`config.mk`:
```
export PLATFORM = sky130hd
export DESIGN_NAME = core_data_req_slice
export DESIGN_NICKNAME = d
export VERILOG_FILES = /design/src/rtl/core_data_req_slice.sv
export SDC_FILE = /design/constraint.sdc
export NUM_CORES = 1
export LEC_CHECK = 0
export CAP_MARGIN = 20
export CORE_ASPECT_RATIO = 1.75
export CORE_MARGIN = 2
export CORE_UTILIZATION = 43
export CTS_BUF_LIST = sky130_fd_sc_hd__clkbuf_4 sky130_fd_sc_hd__clkbuf_8 sky130_fd_sc_hd__clkbuf_16
export CTS_CLUSTER_SIZE = 10
export DETAILED_ROUTE_END_ITERATION = 12
export PLACE_DENSITY = 0.78
export SYNTH_ARGS = -nofsm -noshare
export SYNTH_HDL_FRONTEND = slang
export SYNTH_SLANG_ARGS = --single-unit
```
`constraint.sdc`:
```
create_clock -name clk_i -period 4.65 [get_ports clk_i]
set_input_delay 1.395 -clock clk_i [delete_from_list [all_inputs] [get_ports clk_i]]
set_output_delay 1.395 -clock clk_i [all_outputs]
set_load 0.01 [all_outputs]
```
`src/rtl/core_data_req_slice.sv`:
```
// Elastic slice in front of the cluster core data demux: a small request FIFO
// cuts the gnt path, responses pass through one register stage.
module core_data_req_slice #(
  parameter  int AddrWidth      = 32,
  parameter  int DataWidth      = 32,
  parameter  int Depth          = 2,
  parameter  int MaxOutstanding = 4,
  localparam int ByteEnable     = DataWidth / 8
) (
  input  logic                                  clk_i,
  input  logic                                  rst_i,
  input  logic                                  core_req_i,
  input  logic [AddrWidth-1:0]                  core_add_i,
  input  logic                                  core_wen_i,
  input  logic [DataWidth-1:0]                  core_wdata_i,
  input  logic [ByteEnable-1:0]                 core_be_i,
  output logic                                  core_gnt_o,
  output logic                                  core_r_valid_o,
  output logic [DataWidth-1:0]                  core_r_rdata_o,
  output logic                                  demux_req_o,
  output logic [AddrWidth-1:0]                  demux_add_o,
  output logic                                  demux_wen_o,
  output logic [DataWidth-1:0]                  demux_wdata_o,
  output logic [ByteEnable-1:0]                 demux_be_o,
  input  logic                                  demux_gnt_i,
  input  logic                                  demux_r_valid_i,
  input  logic [DataWidth-1:0]                  demux_r_rdata_i,
  output logic [$clog2(MaxOutstanding+1)-1:0]   outstanding_o,
  output logic [31:0]                           stall_cnt_o
);

  localparam int OutW = $clog2(MaxOutstanding + 1);
  localparam int CntW = $clog2(Depth + 1);
  localparam int PtrW = (Depth > 1) ? $clog2(Depth) : 1;
  localparam int EntW = AddrWidth + 1 + DataWidth + ByteEnable;

  localparam logic [OutW-1:0] MaxOut  = OutW'(MaxOutstanding);
  localparam logic [CntW-1:0] DepthC  = CntW'(Depth);
  localparam logic [PtrW-1:0] LastPtr = PtrW'(Depth - 1);

  function automatic logic [31:0] sat_inc32(input logic [31:0] v);
    return (v == 32'hFFFF_FFFF) ? v : v + 32'd1;
  endfunction

  function automatic logic [PtrW-1:0] ptr_next(input logic [PtrW-1:0] p);
    return (p == LastPtr) ? '0 : p + PtrW'(1);
  endfunction

  logic [EntW-1:0]      mem_p0 [Depth];
  logic [PtrW-1:0]      wr_ptr;
  logic [PtrW-1:0]      rd_ptr;
  logic [CntW-1:0]      fifo_cnt;
  logic [OutW-1:0]      out_cnt;
  logic [31:0]          stall_cnt;
  logic                 vld_p1;
  logic [DataWidth-1:0] rdata_p1;
  logic                 push;
  logic                 pop;
  logic                 rsp_retire;
  logic [EntW-1:0]      head;

  // Grant looks only at registered occupancy, so a full FIFO blocks even when
  // the head is popped in the same cycle.
  assign core_gnt_o  = core_req_i & (fifo_cnt < DepthC) & (out_cnt < MaxOut);
  assign push        = core_gnt_o;
  assign demux_req_o = (fifo_cnt != '0);
  assign pop         = demux_req_o & demux_gnt_i;
  assign rsp_retire  = vld_p1 & (out_cnt != '0);
  assign head        = demux_req_o ? mem_p0[rd_ptr] : '0;

  assign {demux_add_o, demux_wen_o, demux_wdata_o, demux_be_o} = head;

  assign core_r_valid_o = vld_p1;
  assign core_r_rdata_o = rdata_p1;
  assign outstanding_o  = out_cnt;
  assign stall_cnt_o    = stall_cnt;

  // Stage p0: request FIFO control
  always_ff @(posedge clk_i) begin
    if (rst_i) begin
      wr_ptr   <= '0;
      rd_ptr   <= '0;
      fifo_cnt <= '0;
    end else begin
      if (push) wr_ptr <= ptr_next(wr_ptr);
      if (pop)  rd_ptr <= ptr_next(rd_ptr);
      case ({push, pop})
        2'b10:   fifo_cnt <= fifo_cnt + CntW'(1);
        2'b01:   fifo_cnt <= fifo_cnt - CntW'(1);
        default: fifo_cnt <= fifo_cnt;
      endcase
    end
  end

  always_ff @(posedge clk_i) begin
    if (push) mem_p0[wr_ptr] <= {core_add_i, core_wen_i, core_wdata_i, core_be_i};
  end

  always_ff @(posedge clk_i) begin
    if (rst_i) begin
      out_cnt   <= '0;
      stall_cnt <= '0;
    end else begin
      case ({push, rsp_retire})
        2'b10:   out_cnt <= out_cnt + OutW'(1);
        2'b01:   out_cnt <= out_cnt - OutW'(1);
        default: out_cnt <= out_cnt;
      endcase
      if (core_req_i & ~core_gnt_o) stall_cnt <= sat_inc32(stall_cnt);
    end
  end

  // Stage p1: response register; data holds between valid beats
  always_ff @(posedge clk_i) begin
    if (rst_i) begin
      vld_p1   <= 1'b0;
      rdata_p1 <= '0;
    end else begin
      vld_p1 <= demux_r_valid_i;
      if (demux_r_valid_i) rdata_p1 <= demux_r_rdata_i;
    end
  end

  // A retiring response with nothing in flight means the demux broke protocol.
  assert property (@(posedge clk_i) disable iff (rst_i) vld_p1 |-> (out_cnt != '0));
  assert property (@(posedge clk_i) disable iff (rst_i) out_cnt <= MaxOut);

endmodule

```
Word level (Yosys, flattened, before mapping) --
Memories as Yosys holds them, arrays and structs flattened. A register that Yosys moved wholly into a read port is not among the register bits. Cells that the tools add are included.
Storage, ports and cells: register bits 72, bits in writable memories 138, input port bits 106, word-level logic and storage cells 43, memories kept 1
Memory list:
- mem_p0 | depth 2, bits a word 69, rd ports 1, clocked after memory_dff 1, wr ports 1, RTL line 49 | logic [EntW-1:0] mem_p0 [Depth];
Operators by class: $add $sub $neg 7, $lt $le $gt $ge 2, eq/ne operators 5, mux-type cells 9, bitwise gates (word level) 7, reduce and logical (&&, ||, !) cells 5
Operator list (number):
- $mux W69 | 1
- $add A32 B1 Y32 const B | 1
- $eq A32 B32 Y1 const B | 1
- $mux W1 | 6
- $pmux W3 S2 | 1
- $reduce_bool A2 Y1 | 3
- $and A1 B1 Y1 | 5
- $eq A2 B1 Y1 const B | 2
- $eq A2 B2 Y1 const B | 2
- $pmux W2 S2 | 1
- $add A3 B1 Y3 const B | 1
- $lt A3 B3 Y1 const B | 1
- $reduce_bool A3 Y1 | 1
- $sub A3 B1 Y3 const B | 1
- $add A1 B1 Y1 const B | 2
- $add A2 B1 Y2 const B | 1
- $lt A2 B2 Y1 const B | 1
- $not A1 Y1 | 2
- $reduce_and A2 Y1 | 1
- $sub A2 B1 Y2 const B | 1

Longest topological paths before layout --
Gate-level depths: netlist (run 1).
word-level depth 6, depth in mapped cells 9

Least setup slack after synthesis (run 1) --
Ideal clock, no wire load.
kind input to register, start input core_req_i, end memory mem_p0[0][0] (netlist bit), enable pin, setup time 0.497 ns, data arrival time 4.409 ns, required time 4.153 ns, setup slack -0.256 ns, cell stages on the path 2, path through nand2_1 nor2_1
Between the ends: longest elaborated chain between the ends 4
Ends and longest elaborated chain:
- start: declaration | RTL line 12 | input logic core_req_i,
- $and A1 B1 Y1 (2 in series) | RTL line 64 | assign core_gnt_o = core_req_i & (fifo_cnt < DepthC) & (out_cnt < MaxOut);
- $mux W1 | RTL line 96 | if (push) mem_p0[wr_ptr] <= {core_add_i, core_wen_i, core_wdata_i, core_be_i};
- $mux W1 (not written as such) | RTL line 96
- end: declaration | RTL line 49
Every way passes these cells.

Worst setup path in the final report (run 1) --
start input core_req_i, end output core_gnt_o
Between the ends: longest elaborated chain between the ends 2
Ends and longest elaborated chain:
- $and A1 B1 Y1 (2 in series) | RTL line 64
- end: declaration | RTL line 17 | output logic core_gnt_o,
Every way passes these cells.

==> flow_summary.yaml, run 1 <==
status:
  outcome: "finished, final reports clean"
clocking:
  cts-resized-gates: 0
  clk_pin_slew_worst_paths_ns: 0.05
  clockBufferDepth: 3
  numCtsBuffers: 25
  cts_tree: "built"
  clock_latency_ns: 0.52
  numClockSinks: 211
  htreeDepth: 1
  cts-root-buf: "clkbuf_16"
  hold_buffers: 0
  post_cts_buffers: 0
setup_path:
  cp_num_buf_inv: 3
  crit_arrival_ns: 2.74
  critPathMostFrequentCell: "clkdlybuf4s50_1"
  slowest_stage: "clkdlybuf4s50_1"
  crit_path_cell_trace: "clkdlybuf4s50_1 > nand2_1 > inv_1 > clkdlybuf4s50_1"
  worstSetupEndpointType: "output pin"
  worstPathRequired_ns: 3.25
  max_stage_delay_ns: 0.54
  critPathTopFamily: "buffers and inverters"
  crit_fanout: 5
  cp-start-kind: "input port"
  path_class: "in -> out"
sta:
  skew_ns: 0.0142
  worst_slew_pin_slew_ns: 0.951
  finalMaxSlewViolations: 0
  finalCriticalPeriod_ns: 4.14
  tns_ns: 0
  slew_headroom: 0.366
  timing.fmax_mhz: 242
  period_share: 0.890
  hold_viol: 0
  rsz0062_at_grt: "false"
  holdWs_ns: 0.494
  setup_violations: 0
yosys:
  yosysWarnings: 0
  yosys.area.top_type: "edfxtp_1"
  netlist_instances: 638
  yosys.area_share.adder: 0.00690
  synth.area.top_cells: "edfxtp_1, dfxtp_1, mux2i_1"
  synth_mux_area_frac: 0.127
  synthesis.area_mm2: 0.00834
  synthesis.nets: 748
  synth-simple-area-share: 0.120
  yosysTopAreaCellShare: 0.497
  ys_seq_area_frac: 0.672
  synth-seq-cells: 211
  synth_xor_area_frac: 0.00840
  synth_compound_area_frac: 0.0426
  avgSynthCellArea_um2: 13.1
  async_reset_ff_frac: 0
  synth_top_family_by_area: "multiplexers"
  ys.flop_type: "edfxtp_1"
  synth_edf_count: 138
  yosysUniqueCellTypes: 39
placed_design:
  place.gp.congestion: 0.813
  dp_hpwl_mm: 13.2
  io_buffers: 244
  place_inst: 1097
pwr:
  power_mw: 6.12
  p_per_area_mw_per_mm2: 515
  ir_drop_mv: 0.392
  p_leak_nw: 4.10
final_layout:
  fin_util: 0.621
  final_cells: 1144
  regArea_mm2: 0.00561
  multiInputGateArea_mm2: 0.00256
  synthToLayoutAreaGrowth_pct: 42.3
  drive_gt1_frac: 0.0798
  final_cell_mix: "clkdlybuf4s50_1, edfxtp_1, nor2_1"
  final_nets: 995
  fillers: 1538
  mostFrequentLayoutCell: "clkdlybuf4s50_1"
hold_path:
  hp-class: "reg -> reg"
job:
  maxCapViolCount: 0
drt:
  antenna_left: 0
  wire_per_inst_um: 16.9
  finalWirelength_mm: 19.4
  vias_per_cell: 5.11
  vias: 5843
  dr.first_iter.drc_count: 229
  first_pass_iters: 5
  drc: 0
global_routing:
  overflow: 0
  grt_usage: 0.184
  grt_pass1_wl_mm: 29.8
  antenna_found_initial: 1
  grt_pass1_vias: 5876
  grt_start_max_net_pins: 70
floorplanning:
  rows: 67
  start_util: 0.436
  die_y_um: 188
  pin_count: 245
  core_area_mm2: 0.0191
  die_area_mm2: 0.0206
  die_w_um: 109
==> power breakdown <==
part	internal (mW)	switching, mW	leakage [nW]
logic	0.913	0.902	1.82
registers	2.35	0.142	1.89
clock network	1.11	0.702	0.401
==> worst reg2reg max path: stages (launching register included) <==
cell     delay [ns]
dfxtp_1        0.43
nand4_1        0.27
or4_1          0.75
o31ai_4        0.45
buf_8          0.25
or4_2          0.16
a21oi_1        0.06
==> area by class of cell <==
type | instances | area share
antenna | 1 | 0.000211
clock buffer | 42 | 0.0635
clock inverter | 2 | 0.00242
inverter | 9 | 0.00285
multi-input combinational | 383 | 0.216
sequential | 211 | 0.473
tap | 241 | 0.0254
timing repair buffer | 255 | 0.217
==> flip-flops by register name, summed over array words and instances, names as in the netlist, named ones only <==
| register | flops |
|---|---|
| core_r_rdata_o | 32 |
| core_r_valid_o | 1 |
| fifo_cnt | 2 |
| mem_p0 | 138 |
| outstanding_o | 3 |
| rd_ptr | 1 |
| stall_cnt_o | 32 |
| wr_ptr | 1 |
==> per-stage QoR <==
step | cell area (µm²) | worst slack (ns)
final | 11900 | 0.512
after floorplan | 8340 | 0.899
after global routing | 11900 | 0.440
after CTS | 11800 | 0.492
after global placement | 11000 | 0.520
after detailed placement | 11000 | 0.503
==> logic make-up (layout without fill, tap and decap cells) <==
kind of cell / Yosys count / count (layout)
AO/OA/AOI/OAI: 59 / 59
adder cells (fa/ha/maj): 4 / 4
XOR/XNOR: 8 / 8
flip-flops: 211 / 211
AND/OR/NAND/NOR: 207 / 207
other: 0 / 1
buffers and inverters: 44 / 308
multiplexers: 105 / 105
==> cells in the mapped netlist (2+ instances only) <==
| cell type | number |
|---|---|
| ha_1 | 3 |
| mux2i_1 | 102 |
| mux2_2 | 2 |
| nor3_1 | 4 |
| o31ai_1 | 16 |
| or4_2 | 3 |
| inv_1 | 9 |
| or3_1 | 9 |
| clkbuf_1 | 21 |
| nand2_1 | 12 |
| o21ai_0 | 12 |
| nor4_1 | 2 |
| or4_1 | 14 |
| and3_1 | 4 |
| and2_1 | 2 |
| buf_1 | 8 |
| edfxtp_1 | 138 |
| or3_2 | 2 |
| a21oi_1 | 29 |
| nor2b_1 | 5 |
| xnor2_1 | 2 |
| nand3_1 | 10 |
| xor2_1 | 6 |
| and4_1 | 4 |
| nand4_1 | 10 |
| buf_2 | 2 |
| buf_6 | 3 |
| nor2_1 | 121 |
| dfxtp_1 | 73 |
==> path summary, 6_finish.rpt <==
kind	end	startpoint	slack (ns)	cells past startpoint
min reg2reg	core_r_rdata_o[17]	core_r_rdata_o[17]	0.49	2
max reg2reg	stall_cnt_o[13]	stall_cnt_o[7]	2.16	6
max	core_gnt_o	core_req_i	0.51	4
min	core_r_rdata_o[17]	core_r_rdata_o[17]	0.49	2
==> metal layers <==
layer	wire length (µm)	vias to the layer above	global-route usage
met1	6860	2765	0.195
met3	1420	44	0.0425
li1	-	2832	-
met4	595	0	0.0652
met5	0	-	0
met2	10500	202	0.347
Note: power is estimated with default switching activity, not from simulation.
==> run 2: changes to the inputs <==
--- a/config.mk
+++ b/config.mk
@@ -5,14 +5,15 @@
 export SDC_FILE = /design/constraint.sdc
 export NUM_CORES = 1
 export LEC_CHECK = 0
-export CAP_MARGIN = 20
+export CAP_MARGIN = 25
 export CORE_ASPECT_RATIO = 1.75
 export CORE_MARGIN = 2
-export CORE_UTILIZATION = 43
+export CORE_UTILIZATION = 45
 export CTS_BUF_LIST = sky130_fd_sc_hd__clkbuf_4 sky130_fd_sc_hd__clkbuf_8 sky130_fd_sc_hd__clkbuf_16
 export CTS_CLUSTER_SIZE = 10
 export DETAILED_ROUTE_END_ITERATION = 12
 export PLACE_DENSITY = 0.78
+export REMOVE_ABC_BUFFERS = 1
 export SYNTH_ARGS = -nofsm -noshare
 export SYNTH_HDL_FRONTEND = slang
 export SYNTH_SLANG_ARGS = --single-unit
==> constraint.sdc (replaced) <==
create_clock -name clk_i -period 5.35 [get_ports clk_i]
set_input_delay 1.605 -clock clk_i [delete_from_list [all_inputs] [get_ports clk_i]]
set_output_delay 1.605 -clock clk_i [all_outputs]
set_load 0.01 [all_outputs]
==> run 2 against run 1 <==
Sequential share of layout area rose by 0.38 points; worst setup slack gained 0.32 ns; cell count is 0.96% lower; critical path depth unchanged; non-clock buffer count is 2 lower; sequential cell count stayed put; utilization up 2.8 points; clock-buffer cell count unchanged; largest power group unchanged.
==> flow_summary.yaml, run 2 (synthesis results as in run 1) <==
status:
  outcome: "finished, final reports clean"
global_routing:
  grt_usage: 0.185
  grt_pass1_vias: 5804
  grt_pass1_wl_mm: 29.2
  grt_start_max_net_pins: 70
  antenna_found_initial: 0
  overflow: 0
hold_path:
  hp-class: "reg -> reg"
  hold_start: "core_r_rdata_o[0]"
  hold_path_end: "core_r_rdata_o[0]"
  min_path_cells: 2
drt:
  vias: 5851
  finalWirelength_mm: 18.6
  vias_per_cell: 5.16
  drc: 0
  wire_per_inst_um: 16.4
  antenna_left: 0
  dr.first_iter.drc_count: 240
  first_pass_iters: 4
setup_path:
  worstPathRequired_ns: 3.74
  r2r_slack_ns: 3.00
  crit_arrival_ns: 2.91
  r2r_end: "fifo_cnt[1]"
  worstSetupEndpointType: "output pin"
  crit_fanout: 5
  reg2reg_depth: 7
  cp-start-kind: "input port"
  worstReg2RegStart: "fifo_cnt[0]"
  path_class: "in -> out"
sta:
  setup_violations: 0
  worst_slew_pin_slew_ns: 0.956
  holdWs_ns: 0.495
  slew_headroom: 0.362
  rsz0062_at_grt: "false"
  finalCriticalPeriod_ns: 4.52
  timing.fmax_mhz: 221
  tns_ns: 0
  period_share: 0.844
  skew_ns: 0.0155
  hold_viol: 0
  finalMaxSlewViolations: 0
clocking:
  cts-resized-gates: 0
  cts_tree: "built"
  clock_latency_ns: 0.50
  numCtsBuffers: 25
  cts-root-buf: "clkbuf_16"
  post_cts_buffers: 0
  clockBufferDepth: 3
  htreeDepth: 1
  hold_buffers: 0
  clk_pin_slew_worst_paths_ns: 0.05
  numClockSinks: 211
placed_design:
  dp_hpwl_mm: 12.5
  place.gp.congestion: 0.758
  place_inst: 1089
  io_buffers: 244
  postPlaceCellArea_mm2: 0.0110
final_layout:
  num_antenna_cells: 0
  largest_reg_flops: 138
  final_nets: 993
  synthToLayoutAreaGrowth_pct: 41.2
  top_register: "mem_p0"
  drive_gt1_frac: 0.0768
  final_cell_mix: "clkdlybuf4s50_1, edfxtp_1, nor2_1"
  final_area_mm2: 0.0118
  final_cells: 1133
  fillers: 1358
  mostFrequentLayoutCell: "clkdlybuf4s50_1"
  fin_util: 0.649
floorplanning:
  start_util: 0.460
  die_w_um: 107
  die_area_mm2: 0.0197
  pin_count: 245
  die_y_um: 184
  rows: 65
  core_area_mm2: 0.0181
pwr:
  p_leak_nw: 4.07
  p_per_area_mw_per_mm2: 446
  switching_power_mw: 1.47
  switching_share: 0.281
  ir_drop_mv: 0.274
  pwr-share-clk: 0.295
  seqPwrFrac: 0.416
  internal_power_mw: 3.77
  pwr-share-comb: 0.289
job:
  maxCapViolCount: 0
==> run 2: cell count changes in the layout (fill, tap and decap cells not counted) <==
cell	delta
inv_16	-1
diode_2	-1
buf_12	-2
buf_4	+1
and3_4	-1
and3_2	+1
buf_16	-1
==> run 2: power groups by stage <==
stage	Combinational [mW]	Clock, mW	Sequential [mW]
floorplan	0.736	0	2.23
global route	1.65	1.66	2.21
CTS	1.53	1.59	2.19
global placement	1.52	0	2.20
detailed placement	1.53	0	2.22
finish	1.52	1.55	2.18
==> run 2: critical path, cell delays in order <==
cell	delay (ns)
clkdlybuf4s50_1	0.51
nand2_1	0.17
inv_1	0.09
clkdlybuf4s50_1	0.54
==> run 2: final cells by class <==
cell class	count	area, µm²	area share
clock inverter	1	8.76	0.000744
tap	234	293	0.0249
clock buffer	42	753	0.0640
inverter	9	33.8	0.00287
multi-input combinational	383	2550	0.217
timing repair buffer	253	2520	0.214
sequential	211	5610	0.476
==> run 2: worst max-delay path by stage <==
stage                           from      endpoint  slack, ns  cells after the start
after floorplan           core_req_i  mem_p0[0][0]       0.23                      2
after global placement    core_req_i    core_gnt_o       0.84                      4
after detailed placement  core_req_i    core_gnt_o       0.85                      4
after CTS                 core_req_i    core_gnt_o       0.83                      4
after global routing      core_req_i    core_gnt_o       0.74                      4
final                     core_req_i    core_gnt_o       0.83                      4
==> run 2: through the flow <==
stage / setup WS, ns / power, mW
finish: 0.834 / 5.25
global route: 0.742 / 5.51
CTS: 0.829 / 5.31
detailed placement: 0.845 / 3.75
global placement: 0.837 / 3.72
floorplan: 0.234 / 2.97
==> run 2: metal layers <==
layer  global-route usage  up-vias  share of wire
met5                    0        -              0
met4               0.0452        0          0.014
met3               0.0393       21          0.069
met2                0.347      190           0.53
met1                0.212     2806           0.39
li1                     -     2834              -
